**config.mk**
```make
export PLATFORM = sky130hd
export DESIGN_NAME = inst_fetch_axi
export DESIGN_NICKNAME = d
export VERILOG_FILES = /design/src/rtl/inst_fetch_axi_pkg.sv /design/src/rtl/inst_fetch_axi.sv
export SDC_FILE = /design/constraint.sdc
export NUM_CORES = 1
export LEC_CHECK = 0
export ABC_AREA = 1
export CAP_MARGIN = 10
export CORE_MARGIN = 5
export CORE_UTILIZATION = 48
export DETAILED_ROUTE_END_ITERATION = 12
export GPL_TIMING_DRIVEN = 0
export PLACE_DENSITY = 0.81
export REMOVE_ABC_BUFFERS = 1
export SYNTH_ARGS = -nofsm -noshare
export SYNTH_HDL_FRONTEND = slang
export SYNTH_SLANG_ARGS = --single-unit
```
**constraint.sdc**
```tcl
create_clock -name clk -period 2.05 [get_ports clk]
set_input_delay 0.41 -clock clk [delete_from_list [all_inputs] [get_ports clk]]
set_output_delay 0.41 -clock clk [all_outputs]
set_load 0.01 [all_outputs]
```
**src/rtl/inst_fetch_axi_pkg.sv**
```systemverilog
// Shared definitions for the MIPS32 instruction-fetch stage: FSM encoding,
// reset PC, fetch exception bit positions and the AXI OKAY response code.
package inst_fetch_axi_pkg;

    typedef enum logic [2:0] {
        S_IDLE,
        S_ADDR,
        S_DATA,
        S_DROP_ADDR,
        S_DROP_DATA
    } fetch_state_t;

    localparam logic [31:0] RESET_PC_DEFAULT = 32'hBFC0_0000;

    localparam int EXC_IF_ADEL   = 13;
    localparam int EXC_IF_BUSERR = 14;

    localparam logic [31:0] EXC_ADEL_MASK   = 32'h1 << EXC_IF_ADEL;
    localparam logic [31:0] EXC_BUSERR_MASK = 32'h1 << EXC_IF_BUSERR;

    localparam logic [1:0] AXI_RESP_OKAY = 2'b00;

endpackage

```
**src/rtl/inst_fetch_axi.sv**
```systemverilog
// Instruction fetch over AXI4 (single beat, one outstanding read) feeding IF/ID.
// Optional FETCH_BUSERR_EN: a non-OKAY rresp flags an instruction bus error.
module inst_fetch_axi
    import inst_fetch_axi_pkg::*;
#(
    parameter logic [31:0] RESET_PC = RESET_PC_DEFAULT
) (
    input  logic        clk,
    input  logic        rst,
    input  logic [5:0]  stall,
    input  logic        flush,
    input  logic [31:0] new_pc,
    input  logic        branch_flag_i,
    input  logic [31:0] branch_target_address_i,
    input  logic        next_pc_valid,
    output logic [31:0] araddr,
    output logic        arvalid,
    input  logic        arready,
    input  logic [31:0] rdata,
    input  logic [1:0]  rresp,
    input  logic        rvalid,
    output logic        rready,
    output logic        valid,
    output logic [31:0] if_pc,
    output logic [31:0] if_inst,
    output logic [31:0] pc_excepttype_o
);

    fetch_state_t state, state_next;

    logic [31:0] pc;
    logic [31:0] pend_tgt;
    logic        pend_v;
    logic        adel_hold;
    logic        issue;
    logic        misaligned;
    logic        deliver;
    logic        bus_err;
    logic [31:0] next_seq_pc;

`ifdef FETCH_BUSERR_EN
    assign bus_err = (rresp != AXI_RESP_OKAY);
    logic unused_inputs;
    assign unused_inputs = ^stall[5:1];
`else
    assign bus_err = 1'b0;
    logic unused_inputs;
    assign unused_inputs = ^{stall[5:1], rresp};
`endif

    // A misaligned PC reports AdEL once, then holds until a flush redirects it.
    assign issue      = (state == S_IDLE) && next_pc_valid && !stall[0] && !flush && !adel_hold;
    assign misaligned = (pc[1:0] != 2'b00);
    assign deliver    = (state == S_DATA) && rvalid && !flush;

    assign arvalid = (state == S_ADDR) || (state == S_DROP_ADDR);
    assign rready  = (state == S_DATA) || (state == S_DROP_DATA);

    // A branch seen in the same cycle as the delay-slot beat applies immediately.
    assign next_seq_pc = branch_flag_i ? branch_target_address_i :
                         pend_v        ? pend_tgt                :
                                         araddr + 32'd4;

    // NOTE: state_next gets its default before the case so no path leaves it unassigned (no latch).
    always_comb begin
        state_next = state;
        unique case (state)
            S_IDLE:      if (issue && !misaligned) state_next = S_ADDR;
            S_ADDR: begin
                if (flush)        state_next = arready ? S_DROP_DATA : S_DROP_ADDR;
                else if (arready) state_next = S_DATA;
            end
            S_DATA: begin
                if (rvalid)     state_next = S_IDLE;
                else if (flush) state_next = S_DROP_DATA;
            end
            S_DROP_ADDR: if (arready) state_next = S_DROP_DATA;
            S_DROP_DATA: if (rvalid)  state_next = S_IDLE;
            default:     state_next = S_IDLE;
        endcase
    end

    // NOTE: all sequential state uses non-blocking assignments so every register samples pre-edge values.
    always_ff @(posedge clk) begin
        if (rst) begin
            state           <= S_IDLE;
            pc              <= RESET_PC;
            pend_tgt        <= '0;
            pend_v          <= 1'b0;
            adel_hold       <= 1'b0;
            araddr          <= '0;
            valid           <= 1'b0;
            if_pc           <= '0;
            if_inst         <= '0;
            pc_excepttype_o <= '0;
        end else begin
            state <= state_next;
            valid <= 1'b0;
            if (flush) begin
                pc        <= new_pc;
                pend_v    <= 1'b0;
                adel_hold <= 1'b0;
            end else begin
                if (deliver) begin
                    pc              <= next_seq_pc;
                    pend_v          <= 1'b0;
                    valid           <= 1'b1;
                    if_pc           <= araddr;
                    if_inst         <= bus_err ? 32'h0 : rdata;
                    pc_excepttype_o <= bus_err ? EXC_BUSERR_MASK : 32'h0;
                end else if (branch_flag_i) begin
                    pend_v   <= 1'b1;
                    pend_tgt <= branch_target_address_i;
                end

                if (issue && !misaligned) begin
                    araddr <= pc;
                end

                if (issue && misaligned) begin
                    valid           <= 1'b1;
                    if_pc           <= pc;
                    if_inst         <= 32'h0;
                    pc_excepttype_o <= EXC_ADEL_MASK;
                    adel_hold       <= 1'b1;
                end
            end
        end
    end

endmodule

```
==> impl_metrics.env, run 1 <==
export IMPL_buffer_ports_inserted=203
export IMPL_route_top_layer_used="met4"
export IMPL_reg2reg_to="pend_tgt[25]"
export IMPL_synthArstFlopShare=0
export IMPL_yosys_cell_types_count=38
export IMPL_setup_worst_path_class="register to output pin"
export IMPL_r2r_start="state[1]"
export IMPL_status="finished, final reports clean"
export IMPL_dpl_worst_slack_ps=-2850
export IMPL_grt_pass1_vias=8160
export IMPL_wirelength_met1_mm=10.9
export IMPL_synthFlopType="sky130_fd_sc_hd__dfxtp_1"
export IMPL_critical_path_cell_chain="clkdlybuf4s50_1"
export IMPL_insertion_delay_ps=430
export IMPL_drive_gt1_frac=0.0639
export IMPL_p_per_area_mw_per_mm2=872
export IMPL_drc_errors=0
export IMPL_area_delta_synth_final_pct=36.3
export IMPL_setup_ws_ps=62.0
export IMPL_hold_path_depth=3
export IMPL_synth_top_cells_by_area="sky130_fd_sc_hd__dfxtp_1 42%, sky130_fd_sc_hd__nand2_1 17%, sky130_fd_sc_hd__a21oi_1 9.5%"
export IMPL_post_synth_cell_area_avg_um2=6.77
export IMPL_routed_wirelength_mm=28.0
export IMPL_clock_tree_from_tritoncts="done"
export IMPL_fmaxAchievable_ghz=0.503
export IMPL_skew_final_ps=5.94
export IMPL_grt_pass1_wl_mm=42.6
export IMPL_final_setup_tns_ps=0
export IMPL_syn_inst=1188
export IMPL_cts_reportedPaths_clkPinSlew_ps=60
export IMPL_critical_path_n_buffers_inverters=1
export IMPL_worst_path_dominant_cell_family="buffers and inverters"
export IMPL_synth_top_cells_by_count="362 x sky130_fd_sc_hd__nand2_1, 167 x sky130_fd_sc_hd__dfxtp_1, 153 x sky130_fd_sc_hd__a21oi_1"
export IMPL_setup_viol_count_final=0
export IMPL_routed_via_count=8681
export IMPL_crit_arrival_ps=1580
export IMPL_ir_drop_mv=0.641
export IMPL_grt_start_max_net_pins=81
export IMPL_route_detailed_vias_per_inst=5.49
export IMPL_number_of_pins_exceeding_their_max_slew_limit_in_the_final_report=0
export IMPL_switchingPower_mw=2.77
export IMPL_timing_hold_worst_class="primary input to register"
export IMPL_design_die_area_mm2=0.0194
export IMPL_ys_seq_elements=167
export IMPL_clkSinkCount=167
export IMPL_grt_setup_unrepaired="true"
export IMPL_chipHeight_um=139
export IMPL_max_clock_path_buffers=2
export IMPL_totalPowerFinal_mw=9.56
export IMPL_cts_made_buffers=17
export IMPL_worstSetupStartpoint="araddr[15]"
export IMPL_initial_utilization=0.487
export IMPL_power_report_internal_total_mw=6.79
export IMPL_p_leak_nw=4.08
export IMPL_ioPinCount=242
export IMPL_cap_violations=0
export IMPL_core_area_mm2=0.0165
export IMPL_finish_net_count=1460
export IMPL_grt_antenna_before_repair=0
export IMPL_fillerInstances=1432
export IMPL_final_cell_area_mm2=0.0110
export IMPL_post_synth_top_area_cell="sky130_fd_sc_hd__dfxtp_1"
export IMPL_cts_root_buf="sky130_fd_sc_hd__clkbuf_16"
export IMPL_met2_length_mm=13.3
export IMPL_grt_util_all_layers=0.271
export IMPL_post_synth_top_count_cell="sky130_fd_sc_hd__nand2_1"
export IMPL_seq_area_frac_synth=0.416
export IMPL_crit_required_ps=1640
export IMPL_synth_enable_flop_cells=0
export IMPL_report_final_hold_viol_count=0
export IMPL_synth_area_mm2=0.00804
export IMPL_dpl_instance_area_mm2=0.0100
export IMPL_critical_path_endpoint="araddr[15]"
export IMPL_finalWeightedCongestion=0.900
export IMPL_period_needed_ps=1990
export IMPL_clock_tree_htree_level_count=4
export IMPL_timing_critical_path_slowest_stage_cell="sky130_fd_sc_hd__clkdlybuf4s50_1"
export IMPL_max_stage_delay_ps=620
export IMPL_fin_crit_sh=0.970
export IMPL_share_seq_of_total_power=0.409
export IMPL_crit_path_max_fanout=6
export IMPL_placement_rows=47
export IMPL_final_hold_worst_slack_ps=380
export IMPL_route_met3_wl_mm=3.51
export IMPL_category_of_the_worst_setup_path_launch_point="register"
export IMPL_tightestPinTransition_ps=902
export IMPL_route_antenna_remaining_nets=0
export IMPL_firstDrtPassIters=7
export IMPL_timing_reg2reg_setup_slack_ps=120
export IMPL_power_share_switching=0.290
export IMPL_clkPwrFrac=0.369
export IMPL_max_slew_headroom=0.399
export IMPL_ys_warn_count=0
export IMPL_endpoint_kind="output pin"
export IMPL_antenna_cells=0
export IMPL_dieWidth_um=139
export IMPL_globalRouteOverflowTotal=0
export IMPL_dpl_wire_length_mm=17.6
export IMPL_critical_path_cell_count=1
export IMPL_post_synth_top_area_fraction=0.416
export IMPL_timing_reg2reg_worst_path_depth=9
export IMPL_detail_route_wl_per_cell_um=17.7
export IMPL_first_iter_violations=820
export IMPL_share_comb_of_total_power=0.222
cell usage in the layout, fill, tap and decap left out, types with 4 or more instances in the layout:
master / Yosys / routed
sky130_fd_sc_hd__bufinv_16: 0 / 4
sky130_fd_sc_hd__clkbuf_8: 0 / 6
sky130_fd_sc_hd__nand3_1: 51 / 50
sky130_fd_sc_hd__dfxtp_1: 167 / 160
sky130_fd_sc_hd__a31oi_1: 37 / 37
sky130_fd_sc_hd__o221ai_1: 4 / 4
sky130_fd_sc_hd__clkinvlp_4: 0 / 4
sky130_fd_sc_hd__xor2_1: 6 / 6
sky130_fd_sc_hd__nand4_1: 4 / 4
sky130_fd_sc_hd__a21oi_1: 153 / 153
sky130_fd_sc_hd__o21bai_1: 4 / 4
sky130_fd_sc_hd__inv_2: 7 / 4
sky130_fd_sc_hd__buf_4: 34 / 5
sky130_fd_sc_hd__nand2_8: 0 / 6
sky130_fd_sc_hd__nor2_1: 72 / 69
sky130_fd_sc_hd__a221oi_1: 6 / 6
sky130_fd_sc_hd__o21ai_1: 20 / 21
sky130_fd_sc_hd__inv_1: 74 / 71
sky130_fd_sc_hd__clkdlybuf4s50_1: 0 / 198
sky130_fd_sc_hd__dfxtp_2: 0 / 7
sky130_fd_sc_hd__conb_1: 1 / 31
sky130_fd_sc_hd__nand2_1: 362 / 358
sky130_fd_sc_hd__o21ai_0: 84 / 83
sky130_fd_sc_hd__clkbuf_16: 0 / 17
sky130_fd_sc_hd__o211ai_1: 8 / 8
power by group through the flow:
stage	Combinational [mW]	Clock [mW]	Sequential [mW]
2_1_floorplan	0.888	0	3.97
3_3_place_gp	1.91	0	3.95
3_5_place_dp	1.99	0	3.95
4_1_cts	2.08	3.56	3.89
5_1_grt	2.30	3.71	3.94
6_report	2.12	3.53	3.91
layer usage:
metal,vias up,track usage
li1,4176,-
met1,3971,0.330
met2,496,0.461
met3,38,0.0943
met4,0,0.0639
met5,-,0
registers in the layout, summed over array words and instances (netlist names):
| register | flops |
|---|---|
| adel_hold | 1 |
| araddr | 32 |
| if_inst | 32 |
| if_pc | 32 |
| pc | 32 |
| pc_excepttype_o | 1 |
| pend_tgt | 32 |
| pend_v | 1 |
| state | 3 |
| valid | 1 |
worst min-delay path, delay by kind of cell:
| family | cells | cell delay (ps) |
|---|---|---|
| buffers and inverters | 1 | 180 |
| AO/OA/AOI/OAI | 1 | 70 |
| AND/OR/NAND/NOR | 1 | 100 |
layout make-up:
cell class	instances	area (um2)	share of cell area
sequential	167	3350	0.306
timing repair buffer	213	2200	0.201
multi-input combinational	865	4100	0.374
clock inverter	7	138	0.0126
clock buffer	25	515	0.0470
tap	220	275	0.0251
inverter	82	369	0.0337
timing repair inverter	2	12.5	0.00114
cells by family after synthesis:
kind of cell    synth area share
compound gates             0.215
xor+xnor                 0.00763
fa+ha+maj                0.00156
buf+inv                    0.110
flops                      0.416
other cells             0.000466
simple gates               0.249
how the worst min path moves through the flow:
stage                             from            to  slack [ps]
after floorplan           pend_tgt[16]  pend_tgt[16]         430
after global placement    pend_tgt[16]  pend_tgt[16]         430
after detailed placement  pend_tgt[16]  pend_tgt[16]         440
after CTS                        flush         pc[3]         390
after global routing             flush         pc[3]         400
final                            flush         pc[3]         380
metrics by stage:
stage | std cells | util
3_3_place_gp | 1533 | 0.598
6_report | 1581 | 0.663
3_5_place_dp | 1539 | 0.606
5_1_grt | 1581 | 0.663
4_1_cts | 1576 | 0.657
2_1_floorplan | 1110 | -
what timing repair did:
action,4_1_cts,5_1_grt
endpoints found under the setup margin,166,85
pin swaps,3,2
hold buffers,0,0
endpoints found under the hold margin,0,0
buffers inserted,1,3
gates cloned,4,2
gates resized for setup,36,17
(Power assumes the default switching activity.)
==> run 2, diff against run 1 <==
--- a/config.mk
+++ b/config.mk
@@ -13,6 +13,7 @@
 export GPL_TIMING_DRIVEN = 0
 export PLACE_DENSITY = 0.81
 export REMOVE_ABC_BUFFERS = 1
+export SLEW_MARGIN = 30
 export SYNTH_ARGS = -nofsm -noshare
 export SYNTH_HDL_FRONTEND = slang
 export SYNTH_SLANG_ARGS = --single-unit
==> impl_metrics.env, run 2 (synthesis results as in run 1) <==
export IMPL_numPlacedInstances=1538
export IMPL_route_met3_wl_mm=3.59
export IMPL_layout_cells_non_filler=1579
export IMPL_endpoint_kind="output pin"
export IMPL_wirelength_met1_mm=10.9
export IMPL_first_iter_violations=938
export IMPL_dpl_worst_slack_ps=-2370
export IMPL_routed_wirelength_mm=28.8
export IMPL_period_needed_ps=2010
export IMPL_firstDrtPassIters=5
export IMPL_max_clock_path_buffers=2
export IMPL_dpl_wire_length_mm=17.6
export IMPL_grt_pass1_vias=8389
export IMPL_finalWeightedCongestion=0.900
export IMPL_skew_final_ps=5.72
export IMPL_crit_path_max_fanout=6
export IMPL_fmaxAchievable_ghz=0.498
export IMPL_grt_antenna_before_repair=0
export IMPL_design_die_area_mm2=0.0194
export IMPL_globalRouteOverflowTotal=0
export IMPL_drive_gt1_frac=0.0618
export IMPL_final_cell_area_mm2=0.0109
export IMPL_category_of_the_worst_setup_path_launch_point="register"
export IMPL_clock_tree_from_tritoncts="done"
export IMPL_final_hold_worst_slack_ps=415
export IMPL_critical_path_n_buffers_inverters=1
export IMPL_route_antenna_remaining_nets=0
export IMPL_cts_reportedPaths_clkPinSlew_ps=60
export IMPL_worst_path_dominant_cell_family="buffers and inverters"
export IMPL_tightestPinTransition_ps=810
export IMPL_setup_viol_count_final=0
export IMPL_max_stage_delay_ps=620
export IMPL_ir_drop_mv=0.673
export IMPL_route_detailed_vias_per_inst=5.59
export IMPL_core_area_mm2=0.0165
export IMPL_final_common_cell="sky130_fd_sc_hd__nand2_1"
export IMPL_chipHeight_um=139
export IMPL_dpl_instance_area_mm2=0.0100
export IMPL_grt_util_all_layers=0.284
export IMPL_setup_worst_path_class="register to output pin"
export IMPL_route_top_layer_used="met4"
export IMPL_mostFrequentLayoutCells="358 x sky130_fd_sc_hd__nand2_1, 198 x sky130_fd_sc_hd__clkdlybuf4s50_1, 161 x sky130_fd_sc_hd__dfxtp_1"
export IMPL_p_leak_nw=4.07
export IMPL_cts_made_buffers=17
export IMPL_antenna_cells=0
export IMPL_timing_hold_worst_class="primary input to register"
export IMPL_area_delta_synth_final_pct=35.7
export IMPL_critical_path_cell_chain="clkdlybuf4s50_1"
export IMPL_p_per_area_mw_per_mm2=854
export IMPL_status="finished, final reports clean"
export IMPL_detail_route_wl_per_cell_um=18.3
export IMPL_setup_ws_ps=42.1
export IMPL_max_slew_headroom=0.460
export IMPL_number_of_pins_exceeding_their_max_slew_limit_in_the_final_report=0
export IMPL_dieWidth_um=139
export IMPL_fin_crit_sh=0.979
export IMPL_ioPinCount=242
export IMPL_grt_start_max_net_pins=74
export IMPL_report_final_hold_viol_count=0
export IMPL_crit_required_ps=1640
export IMPL_cap_violations=0
export IMPL_placement_rows=47
export IMPL_initial_utilization=0.487
export IMPL_insertion_delay_ps=420
export IMPL_buffer_ports_inserted=203
export IMPL_met2_length_mm=13.5
export IMPL_grt_pass1_wl_mm=44.2
export IMPL_final_util=0.660
export IMPL_clock_tree_htree_level_count=4
export IMPL_crit_arrival_ps=1600
export IMPL_clkSinkCount=167
export IMPL_finish_net_count=1460
export IMPL_cts_root_buf="sky130_fd_sc_hd__clkbuf_16"
export IMPL_routed_via_count=8833
export IMPL_fillerInstances=1438
export IMPL_drc_errors=0
export IMPL_timing_critical_path_slowest_stage_cell="sky130_fd_sc_hd__clkdlybuf4s50_1"
-- run 2: cell count changes in the layout (fill, tap and decap cells not counted), moves of 2 or more --
cell	before	now
sky130_fd_sc_hd__buf_12	3	1
sky130_fd_sc_hd__clkbuf_8	6	2
sky130_fd_sc_hd__clkinv_2	2	4
sky130_fd_sc_hd__dfxtp_2	7	5
sky130_fd_sc_hd__nand2_2	3	1
sky130_fd_sc_hd__nand2_4	3	5
-- run 2: path summary, 6_finish.rpt --
kind,startpoint,to,depth (start not counted),slack [ps]
worst max register to register,state[1],pend_tgt[3],8,130
worst min-delay path,flush,pc[2],3,420
worst min register to register,pend_tgt[8],pend_tgt[8],2,450
worst max-delay path,araddr[15],araddr[15],1,40
-- run 2: metrics by stage --
step / TNS (ps) / power (mW)
floorplan: -68900 / 4.85
global placement: -658020 / 5.86
detailed placement: -252430 / 5.93
CTS: 0 / 9.29
global route: -24.5 / 9.69
finish: 0 / 9.32
-- run 2: final cells by class --
type / instances / area (um2) / share of cell area
multi-input combinational: 866 / 4130 / 0.378
inverter: 82 / 360 / 0.0330
clock inverter: 9 / 126 / 0.0116
clock buffer: 21 / 460 / 0.0422
timing repair inverter: 1 / 7.51 / 0.000688
tap: 220 / 275 / 0.0252
sequential: 167 / 3350 / 0.307
timing repair buffer: 213 / 2200 / 0.202
-- run 2: routing by layer --
| layer | vias up | global-route usage |
|---|---|---|
| li1 | 4164 | - |
| met1 | 4108 | 0.333 |
| met2 | 499 | 0.471 |
| met3 | 62 | 0.108 |
| met4 | 0 | 0.108 |
| met5 | - | 0 |
-- run 2: where the power goes --
group / switching [mW] / internal [mW] / leakage [nW]
Sequential: 0.322 / 3.60 / 1.37
Combinational: 1.18 / 0.948 / 2.42
Clock: 1.31 / 1.96 / 0.289
Total: 2.81 / 6.51 / 4.07
-- run 2: what timing repair did --
action,4_1_cts,5_1_grt
resized for setup,31,22
cloned,5,1
pin swaps,4,1
hold buffers,0,0
endpoints found under the setup margin,164,109
setup buffers,4,1
